<file path="src/rtl/ss2_datastack_ctrl.sv">
// ---------------------------------------------------------------------------
// ss2_datastack_ctrl
// Command sequencer in front of the 16-bit data stack (ss2_datastack_16b).
// Takes one command at a time over a valid/ready handshake. Each command is
// turned into the short strobe sequence the stack needs. The block also
// tracks occupancy, rejects overflow/underflow/illegal commands and pulses a
// completion response.
//
// Optional feature macro: DSCTRL_STATS_EN
//   Adds the hwm output (high-water mark of depth since reset or FLUSH) and
//   the ops_done output (16-bit wrapping count of ok responses, FLUSH
//   included).
//
// Ports
//   CLK          in   system clock, rising edge
//   reset        in   asynchronous, active-low reset
//   cmd_valid    in   command present
//   cmd_op       in   0 NOP, 1 PUSH, 2 POP, 3 DUP, 4 LOAD, 5 FLUSH, 6-7 illegal
//   cmd_src      in   TR source for PUSH/LOAD (1..4); 0 is reserved
//   cmd_ready    out  high only in IDLE
//   resp_valid   out  1-cycle completion pulse
//   resp_err     out  0 ok, 1 overflow, 2 underflow, 3 illegal
//   depth        out  current occupancy (0..DEPTH)
//   empty/full   out  depth==0 / depth==DEPTH
//   ds_dp_inc    out  stack pointer step: 00 hold, 01 +1, 10 -1
//   ds_regWrite  out  spill TR into the slot at the new pointer
//   ds_tr_write  out  TR write enable
//   ds_tr_src    out  TR source: 0 = stack read data (fill), 1..4 = cmd_src
//   ds_reset     out  active-high stack reset, 1-cycle pulse on FLUSH
//   hwm          out  (DSCTRL_STATS_EN only) high-water mark of depth
//   ops_done     out  (DSCTRL_STATS_EN only) ok-response counter
// ---------------------------------------------------------------------------
module ss2_datastack_ctrl #(
    parameter int DEPTH   = 16,
    parameter int DEPTH_W = 5
) (
    input  logic               CLK,
    input  logic               reset,
    input  logic               cmd_valid,
    input  logic [2:0]         cmd_op,
    input  logic [2:0]         cmd_src,
    output logic               cmd_ready,
    output logic               resp_valid,
    output logic [1:0]         resp_err,
    output logic [DEPTH_W-1:0] depth,
    output logic               empty,
    output logic               full,
    output logic [1:0]         ds_dp_inc,
    output logic               ds_regWrite,
    output logic               ds_tr_write,
    output logic [2:0]         ds_tr_src,
    output logic               ds_reset
`ifdef DSCTRL_STATS_EN
    ,
    output logic [DEPTH_W-1:0] hwm,
    output logic [15:0]        ops_done
`endif
);

    localparam logic [2:0] OP_NOP   = 3'd0;
    localparam logic [2:0] OP_PUSH  = 3'd1;
    localparam logic [2:0] OP_POP   = 3'd2;
    localparam logic [2:0] OP_DUP   = 3'd3;
    localparam logic [2:0] OP_LOAD  = 3'd4;
    localparam logic [2:0] OP_FLUSH = 3'd5;

    localparam logic [1:0] ERR_OK    = 2'd0;
    localparam logic [1:0] ERR_OVER  = 2'd1;
    localparam logic [1:0] ERR_UNDER = 2'd2;
    localparam logic [1:0] ERR_ILL   = 2'd3;

    localparam logic [DEPTH_W-1:0] DEPTH_MAX = DEPTH_W'(DEPTH);

    typedef enum logic [3:0] {
        IDLE, PUSH_SPILL, PUSH_LOAD, POP_FILL, POP_DEC,
        DUP_SPILL, LOAD_TR, FLUSH_RST, RESP
    } state_t;

    state_t             state_reg, state_next;
    logic [2:0]         op_reg, op_next;
    logic [2:0]         src_reg, src_next;
    logic [1:0]         err_reg, err_next;
    logic [DEPTH_W-1:0] depth_reg, depth_next;
    logic [1:0]         accept_err;
    logic               is_empty, is_full;
    logic               resp_ok;

    assign is_empty = (depth_reg == '0);
    assign is_full  = (depth_reg == DEPTH_MAX);
    // True on the cycle the FSM leaves RESP for a successful command.
    assign resp_ok  = (state_reg == RESP) && (err_reg == ERR_OK);

    // Error classification at accept time. An illegal encoding takes
    // precedence over capacity checks.
    always_comb begin
        accept_err = ERR_OK;
        if (cmd_op > OP_FLUSH)
            accept_err = ERR_ILL;
        else if ((cmd_op == OP_PUSH || cmd_op == OP_LOAD) && cmd_src == 3'd0)
            accept_err = ERR_ILL;
        else if ((cmd_op == OP_PUSH || cmd_op == OP_DUP) && is_full)
            accept_err = ERR_OVER;
        else if ((cmd_op == OP_POP || cmd_op == OP_DUP || cmd_op == OP_LOAD) && is_empty)
            accept_err = ERR_UNDER;
    end

    always_ff @(posedge CLK or negedge reset) begin
        if (!reset) begin
            state_reg <= IDLE;
            op_reg    <= OP_NOP;
            src_reg   <= 3'd0;
            err_reg   <= ERR_OK;
            depth_reg <= '0;
        end else begin
            state_reg <= state_next;
            op_reg    <= op_next;
            src_reg   <= src_next;
            err_reg   <= err_next;
            depth_reg <= depth_next;
        end
    end

    // Next-state logic
    always_comb begin
        state_next = state_reg;
        op_next    = op_reg;
        src_next   = src_reg;
        err_next   = err_reg;
        depth_next = depth_reg;
        case (state_reg)
            IDLE: begin
                if (cmd_valid) begin
                    op_next    = cmd_op;
                    src_next   = cmd_src;
                    err_next   = accept_err;
                    state_next = RESP;
                    if (accept_err == ERR_OK) begin
                        case (cmd_op)
                            OP_PUSH:  state_next = is_empty ? PUSH_LOAD : PUSH_SPILL;
                            // Popping the last entry only discards TR.
                            OP_POP:   state_next = (depth_reg > DEPTH_W'(1)) ? POP_FILL : RESP;
                            OP_DUP:   state_next = DUP_SPILL;
                            OP_LOAD:  state_next = LOAD_TR;
                            OP_FLUSH: state_next = FLUSH_RST;
                            default:  state_next = RESP;
                        endcase
                    end
                end
            end
            PUSH_SPILL: state_next = PUSH_LOAD;
            POP_FILL:   state_next = POP_DEC;
            PUSH_LOAD, POP_DEC, DUP_SPILL, LOAD_TR, FLUSH_RST: state_next = RESP;
            RESP: begin
                state_next = IDLE;
                if (err_reg == ERR_OK) begin
                    case (op_reg)
                        OP_PUSH, OP_DUP: depth_next = depth_reg + DEPTH_W'(1);
                        OP_POP:          depth_next = depth_reg - DEPTH_W'(1);
                        OP_FLUSH:        depth_next = '0;
                        default:         depth_next = depth_reg;
                    endcase
                end
            end
            default: state_next = IDLE;
        endcase
    end

    // Moore outputs
    always_comb begin
        cmd_ready   = 1'b0;
        resp_valid  = 1'b0;
        resp_err    = ERR_OK;
        ds_dp_inc   = 2'b00;
        ds_regWrite = 1'b0;
        ds_tr_write = 1'b0;
        ds_tr_src   = 3'd0;
        ds_reset    = 1'b0;
        case (state_reg)
            IDLE:       cmd_ready = 1'b1;
            PUSH_SPILL, DUP_SPILL: begin
                ds_dp_inc   = 2'b01;
                ds_regWrite = 1'b1;
            end
            PUSH_LOAD, LOAD_TR: begin
                ds_tr_write = 1'b1;
                ds_tr_src   = src_reg;
            end
            POP_FILL:   ds_tr_write = 1'b1;
            POP_DEC:    ds_dp_inc   = 2'b10;
            FLUSH_RST:  ds_reset    = 1'b1;
            RESP: begin
                resp_valid = 1'b1;
                resp_err   = err_reg;
            end
            default: ;
        endcase
    end

    assign depth = depth_reg;
    assign empty = is_empty;
    assign full  = is_full;

`ifdef DSCTRL_STATS_EN
    logic [DEPTH_W-1:0] hwm_reg;
    logic [15:0]        ops_done_reg;

    always_ff @(posedge CLK or negedge reset) begin
        if (!reset) begin
            hwm_reg      <= '0;
            ops_done_reg <= 16'd0;
        end else if (resp_ok) begin
            ops_done_reg <= ops_done_reg + 16'd1;
            if (op_reg == OP_FLUSH)
                hwm_reg <= '0;
            else if (depth_next > hwm_reg)
                hwm_reg <= depth_next;
        end
    end

    assign hwm      = hwm_reg;
    assign ops_done = ops_done_reg;
`endif

endmodule

</file>
<file path="config.mk">
export PLATFORM = sky130hd
export DESIGN_NAME = ss2_datastack_ctrl
export DESIGN_NICKNAME = d
export VERILOG_FILES = /design/src/rtl/ss2_datastack_ctrl.sv
export SDC_FILE = /design/constraint.sdc
export NUM_CORES = 1
export LEC_CHECK = 0
export CORE_MARGIN = 5
export CORE_UTILIZATION = 23
export DETAILED_ROUTE_END_ITERATION = 10
export GPL_ROUTABILITY_DRIVEN = 0
export PLACE_DENSITY_LB_ADDON = 0.15
export SYNTH_ARGS = -nofsm -noshare
export SYNTH_HDL_FRONTEND = slang
export SYNTH_SLANG_ARGS = --single-unit
</file>
<file path="constraint.sdc">
create_clock -name CLK -period 2.4 [get_ports CLK]
set_clock_uncertainty 0.15 [all_clocks]
set_input_delay 0.24 -clock CLK [delete_from_list [all_inputs] [get_ports CLK]]
set_output_delay 0.24 -clock CLK [all_outputs]
set_load 0.03 [all_outputs]
</file>
==> Yosys cells after proc, flatten, opt, wreduce, memory -nomap -nowiden <==
Cells that the tools add are included.
{ "op_classes": {"addsub": 2, "magnitude_cmp": 2, "n_eq_ne": 19, "mux": 19, "reduce_logical": 20} }
{ "op_table": {"columns": ["operator", "count"], "rows": [
  ["one-hot mux 4 bit (5 select lines)", 1],
  ["== test 4 x 3 -> 1 bit (second input constant)", 4],
  ["one-hot mux 4 bit (4 select lines)", 1],
  ["one-hot mux 5 bit (3 select lines)", 1],
  ["== test 3 x 2 -> 1 bit (second input constant)", 4],
  ["two-way mux 2 bit", 6],
  ["two-way mux 4 bit", 3],
  ["== test 3 bit (second input constant)", 3],
  ["== test 4 x 2 -> 1 bit (second input constant)", 2],
  ["== test 3 x 1 -> 1 bit (second input constant)", 2],
  ["OR reduction 2 bit", 3],
  ["adder 5 x 1 -> 5 bit (second input constant)", 1],
  ["== test 5 bit (second input constant)", 1],
  ["greater-than comparator 5 x 1 -> 1 bit (second input constant)", 1],
  ["logical NOT 5 bit", 1],
  ["two-way mux 1 bit", 5],
  ["OR reduction 5 bit", 1],
  ["subtractor 5 x 1 -> 5 bit (second input constant)", 1],
  ["== test 4 x 1 -> 1 bit (second input constant)", 1],
  ["== test 4 bit (second input constant)", 1],
  ["logical NOT 2 bit", 2],
  ["logical NOT 4 bit", 1],
  ["logical OR 1 bit", 4],
  ["one-hot mux 2 bit (2 select lines)", 1],
  ["other kinds (9)", 11]
]} }
{ "word_totals": {"ff_bits": 17, "out_inout_bits": 19, "elab_cells": 67} }

==> Longest topological paths before layout <==
{ "depth": {"word_depth": 12, "ltp_mapped": 6, "depth_no_buf": 6} }

==> Least setup slack after synthesis <==
No wires, ideal clock.
{ "synth_path": {"path_type": "reg2reg", "start": "register depth_reg[1] (netlist: depth[1])", "end": "register state_reg[2]", "arrival_time_ns": 2.366, "path_slack_ns": -0.244, "stages_incl_launch_ff": 7, "n_path_buf": 0, "period_less_slack_ns": 2.644, "path_cell_list": "dfrtp_1 inv_1 ha_1 nor4bb_1 a21oi_1 nand4bb_2 o21ai_0"} }
{ "synth_between": {"elab_cells_between_ends": 12} }
{ "synth_lines": {"columns": ["element", "line_no", "text"], "rows": [
  ["from (decl)", "83", "logic [DEPTH_W-1:0] depth_reg, depth_next;"],
  ["from (signal assigned)", "119", "depth_reg <= depth_next;"],
  ["== test 5 bit", "89", "assign is_full = (depth_reg == DEPTH_MAX);"],
  ["net full", "47", "output logic full,"],
  ["logical AND 1 bit", "101", "else if ((cmd_op == OP_PUSH || cmd_op == OP_DUP) && is_full)"],
  ["two-way mux 2 bit", "101", null],
  ["two-way mux 2 bit", "99", "else if ((cmd_op == OP_PUSH || cmd_op == OP_LOAD) && cmd_src == 3'd0)"],
  ["two-way mux 2 bit", "97", "if (cmd_op > OP_FLUSH)"],
  ["logical NOT 2 bit", "137", "if (accept_err == ERR_OK) begin"],
  ["two-way mux 4 bit", "137", null],
  ["two-way mux 4 bit", "132", "if (cmd_valid) begin"],
  ["one-hot mux 4 bit (4 select lines)", "130", "case (state_reg)"],
  ["to (signal assigned)", "115", "state_reg <= state_next;"],
  ["to (decl)", "79", "state_t state_reg, state_next;"]
]} }
The timed path passes the listed nets, and every way through them passes these cells. The select of a mux whose other input is x is not followed.
A chain may end at the register's enable or synchronous reset.

==> Final worst setup path <==
{ "layout_path": {"start": "register state_reg[3]", "end": "output port cmd_ready"} }
{ "layout_between": {"elab_chain_cells": 2} }
{ "layout_rtl": {"columns": ["element", "line_no", "text"], "rows": [
  ["logical NOT 4 bit", "178", "case (state_reg)"],
  ["two-way mux 1 bit", "178", null],
  ["to (decl)", "42", "output logic cmd_ready,"]
]} }
Every way passes these cells.

==> results.md <==
* Leakage power at approximately 0.7 nW
* Rows at 27
* Die Area at a little over 7000 µm²
* Die W at between 80 and 90 µm
* Asr flop ratio synth at 100%
* Fin area at between 1500 and 2000 µm²
* Root Driver: clkbuf_8
* Core Box Area at 5440 µm²
* Post-layout net count at 188
* Worst endpoint required time at around 2000 ps
* Hold WS at around 180 ps
* FF-to-FF path depth at 6
* Fmax at between 400 and 500 MHz
* Leading cell types by count after synthesis: dfrtp_1, nor2_1, nand2_1
* H-tree depth at 1
* Worst Setup End Kind: primary output
* Share of the synthesized area in the top cell type at between 30% and 40%
* Status: complete, no violations
* Number of synthesized flops with an enable pin at 0
* Wire per inst at approximately 14 µm
* Post-route setup slack at 110 ps
* Post-DP HPWL at about 2600 µm
* Total design power at 1.67 mW
* Synthesized instance count at 138
* RSZ-0062 raised after global routing: no
* Final worst path period share at a little over nine tenths
* Area Growth Syn to Fin at 32.7%
* Final Hold Viols at 0
* CTS Buffer Depth at 2
* Max-Slew Margin vs Limit at 57.0%
* Most used flip-flop cell after synthesis: dfrtp_1
* Hold buffers post-CTS at 0
* Worst Tran Pin Value at 643 ps
* # setup viols final at 0
* Slew Viols, Final at 0
* Largest register FFs at 5
* Post-synth cell types at 44
* Worst Path Class, Setup: reg2out
* Reg clk slew, reported paths at roughly 80 ps
* Register bit total from synthesis at 17
* Most frequent cell after synthesis: dfrtp_1
* WP data arrival at 1900 ps
* DRC viols at 0
* ANT nets after route at 0
* Worst-Skew Late Latency at approximately 250 ps
* Reg-to-reg endpoint: state_reg[0]$_DFFE_PN0P_
* Ys Warns at 0
* Synth Area per Inst at approximately 9.3 µm²
* Initial antenna violation count at 0
* R2R Setup Slk at 450 ps
* Initial cell density of the core at 23.5%
* Die H at around 85 µm
* Vias post-DR at between 1000 and 1500
* Clock period minus worst slack at about 2300 ps
* CTS sink count at 17
* Largest net degree at the start of global routing at 18
* Crit Path Max Fanout at 9
* Mapped Area at ~1300 µm²
* Iteration-0 DRC Markers at a little over 70
* ANT cells at 0
* PortBufs at 27
* GRT Util Overall at between 9 and 10%
* Routed WL at roughly 3300 µm
* Number of global-route vias before repair at around 1200
* Overflow left after global routing at 0
* Register area share after synthesis at 33.3%
* Cell accounting for the most synthesized area: dfrtp_1
* Top cells by area, synth: dfrtp_1, ha_1, mux2_2
* Place WS at 158 ps
* Setup crit end: cmd_ready
* Layout cells sized above 1 at 15.2%
* Placed inst area at roughly 1600 µm²
* Pwr dens at 986 nW/µm²
* Max-cap violation count at 0
* Critical path startpoint category: flip-flop
* Worst Hold Class: in2async
* Worst reg2reg path startpoint: depth[1]$_DFFE_PN0P_
* # IOs at 28
* Setup TNS at 0 ps
* Worst vdd ir at ~0.35 mV
* Total CTS buffers at 3
* CTS tree: built
* Pre-Repair DR Iteration Count at 4
* Vias per inst at roughly 4.6
* Beginning of the critical path: state_reg[3]$_DFFE_PN0P_
* Syn nets at ~150
* Global-route wire length before repair at 5780 µm
## worst min-delay path by stage
| stage | startpoint | endpoint | slack, ps | cells past startpoint |
|---|---|---|---|---|
| floorplan | reset | depth[0]$_DFFE_PN0P_ | -210 | 0 |
| global placement | src_reg[0]$_DFFE_PN0P_ | src_reg[0]$_DFFE_PN0P_ | 330 | 1 |
| detailed placement | src_reg[2]$_DFFE_PN0P_ | src_reg[2]$_DFFE_PN0P_ | 340 | 1 |
| CTS | reset | src_reg[0]$_DFFE_PN0P_ | 190 | 2 |
| global route | reset | src_reg[0]$_DFFE_PN0P_ | 210 | 2 |
| finish | reset | depth[1]$_DFFE_PN0P_ | 180 | 2 |
## cells in the final DEF (no fill, tap or decap), types with 3 or more instances in the layout
cell              n
inv_1             7
nor2b_1           4
and2_1            5
nor3_1            7
o21ai_0           8
clkbuf_8          3
buf_4             8
dlygate4sd2_1     5
mux2_2            4
nand2b_1          5
nor3b_1           4
clkdlybuf4s50_1  22
nand2_1           9
a21oi_1           7
ha_1              7
dfrtp_1          17
o31ai_1           5
and3_1            3
nor2_1           11
## stage by stage
stage | util, % | std cells
after floorplan | - | 138
after global routing | 31.2 | 243
final | 31.2 | 243
after detailed placement | 30.3 | 238
after global placement | 30.3 | 238
after CTS | 31.2 | 243
## repair_timing
item / 4_1_cts / 5_1_grt
endpoints found under the setup margin: 7 / 0
buffers inserted: 1 / 0
gates resized for setup: 5 / 0
hold endpoints to repair: 0 / 0
## power breakdown
group	switching, mW	total, mW	internal [mW]
logic	0.536	0.942	0.406
registers	0.116	0.510	0.394
clock network	0.104	0.219	0.115
## metal layers
layer	up-vias	track usage [%]	routed length [µm]
met1	528	13.5	1640
met3	2	2.65	172
met2	32	15.4	1470
met4	0	3.45	21
met5	-	0	0
li1	564	-	-
## worst max-delay path: stages, from the launching register on
cell and delay, ps:
dfrtp_1 400, buf_4 180, nor4_4 350, clkdlybuf4s50_1 730
## area by class of cell
cell class	count	area (µm²)
Fill cell	561	3740
Multi-Input combinational cell	108	783
Sequential cell	17	425
Timing Repair Buffer	35	324
Tap cell	72	90.1
Clock buffer	3	41.3
Inverter	7	26.3
Clock inverter	1	5.00
## kinds of logic (layout without fill, tap and decap cells)
| logic type | count (synthesis) | in the layout | share of synthesized area [%] |
|---|---|---|---|
| AOI/OAI and AO/OA | 35 | 35 | 19.2 |
| adders and majority gates | 7 | 7 | 6.86 |
| buffers and inverters | 13 | 46 | 5.88 |
| and+or+nand+nor | 62 | 62 | 31.2 |
| DFF | 17 | 17 | 33.3 |
| muxes | 4 | 4 | 3.53 |
No activity file was read; power rests on OpenSTA's default activity.
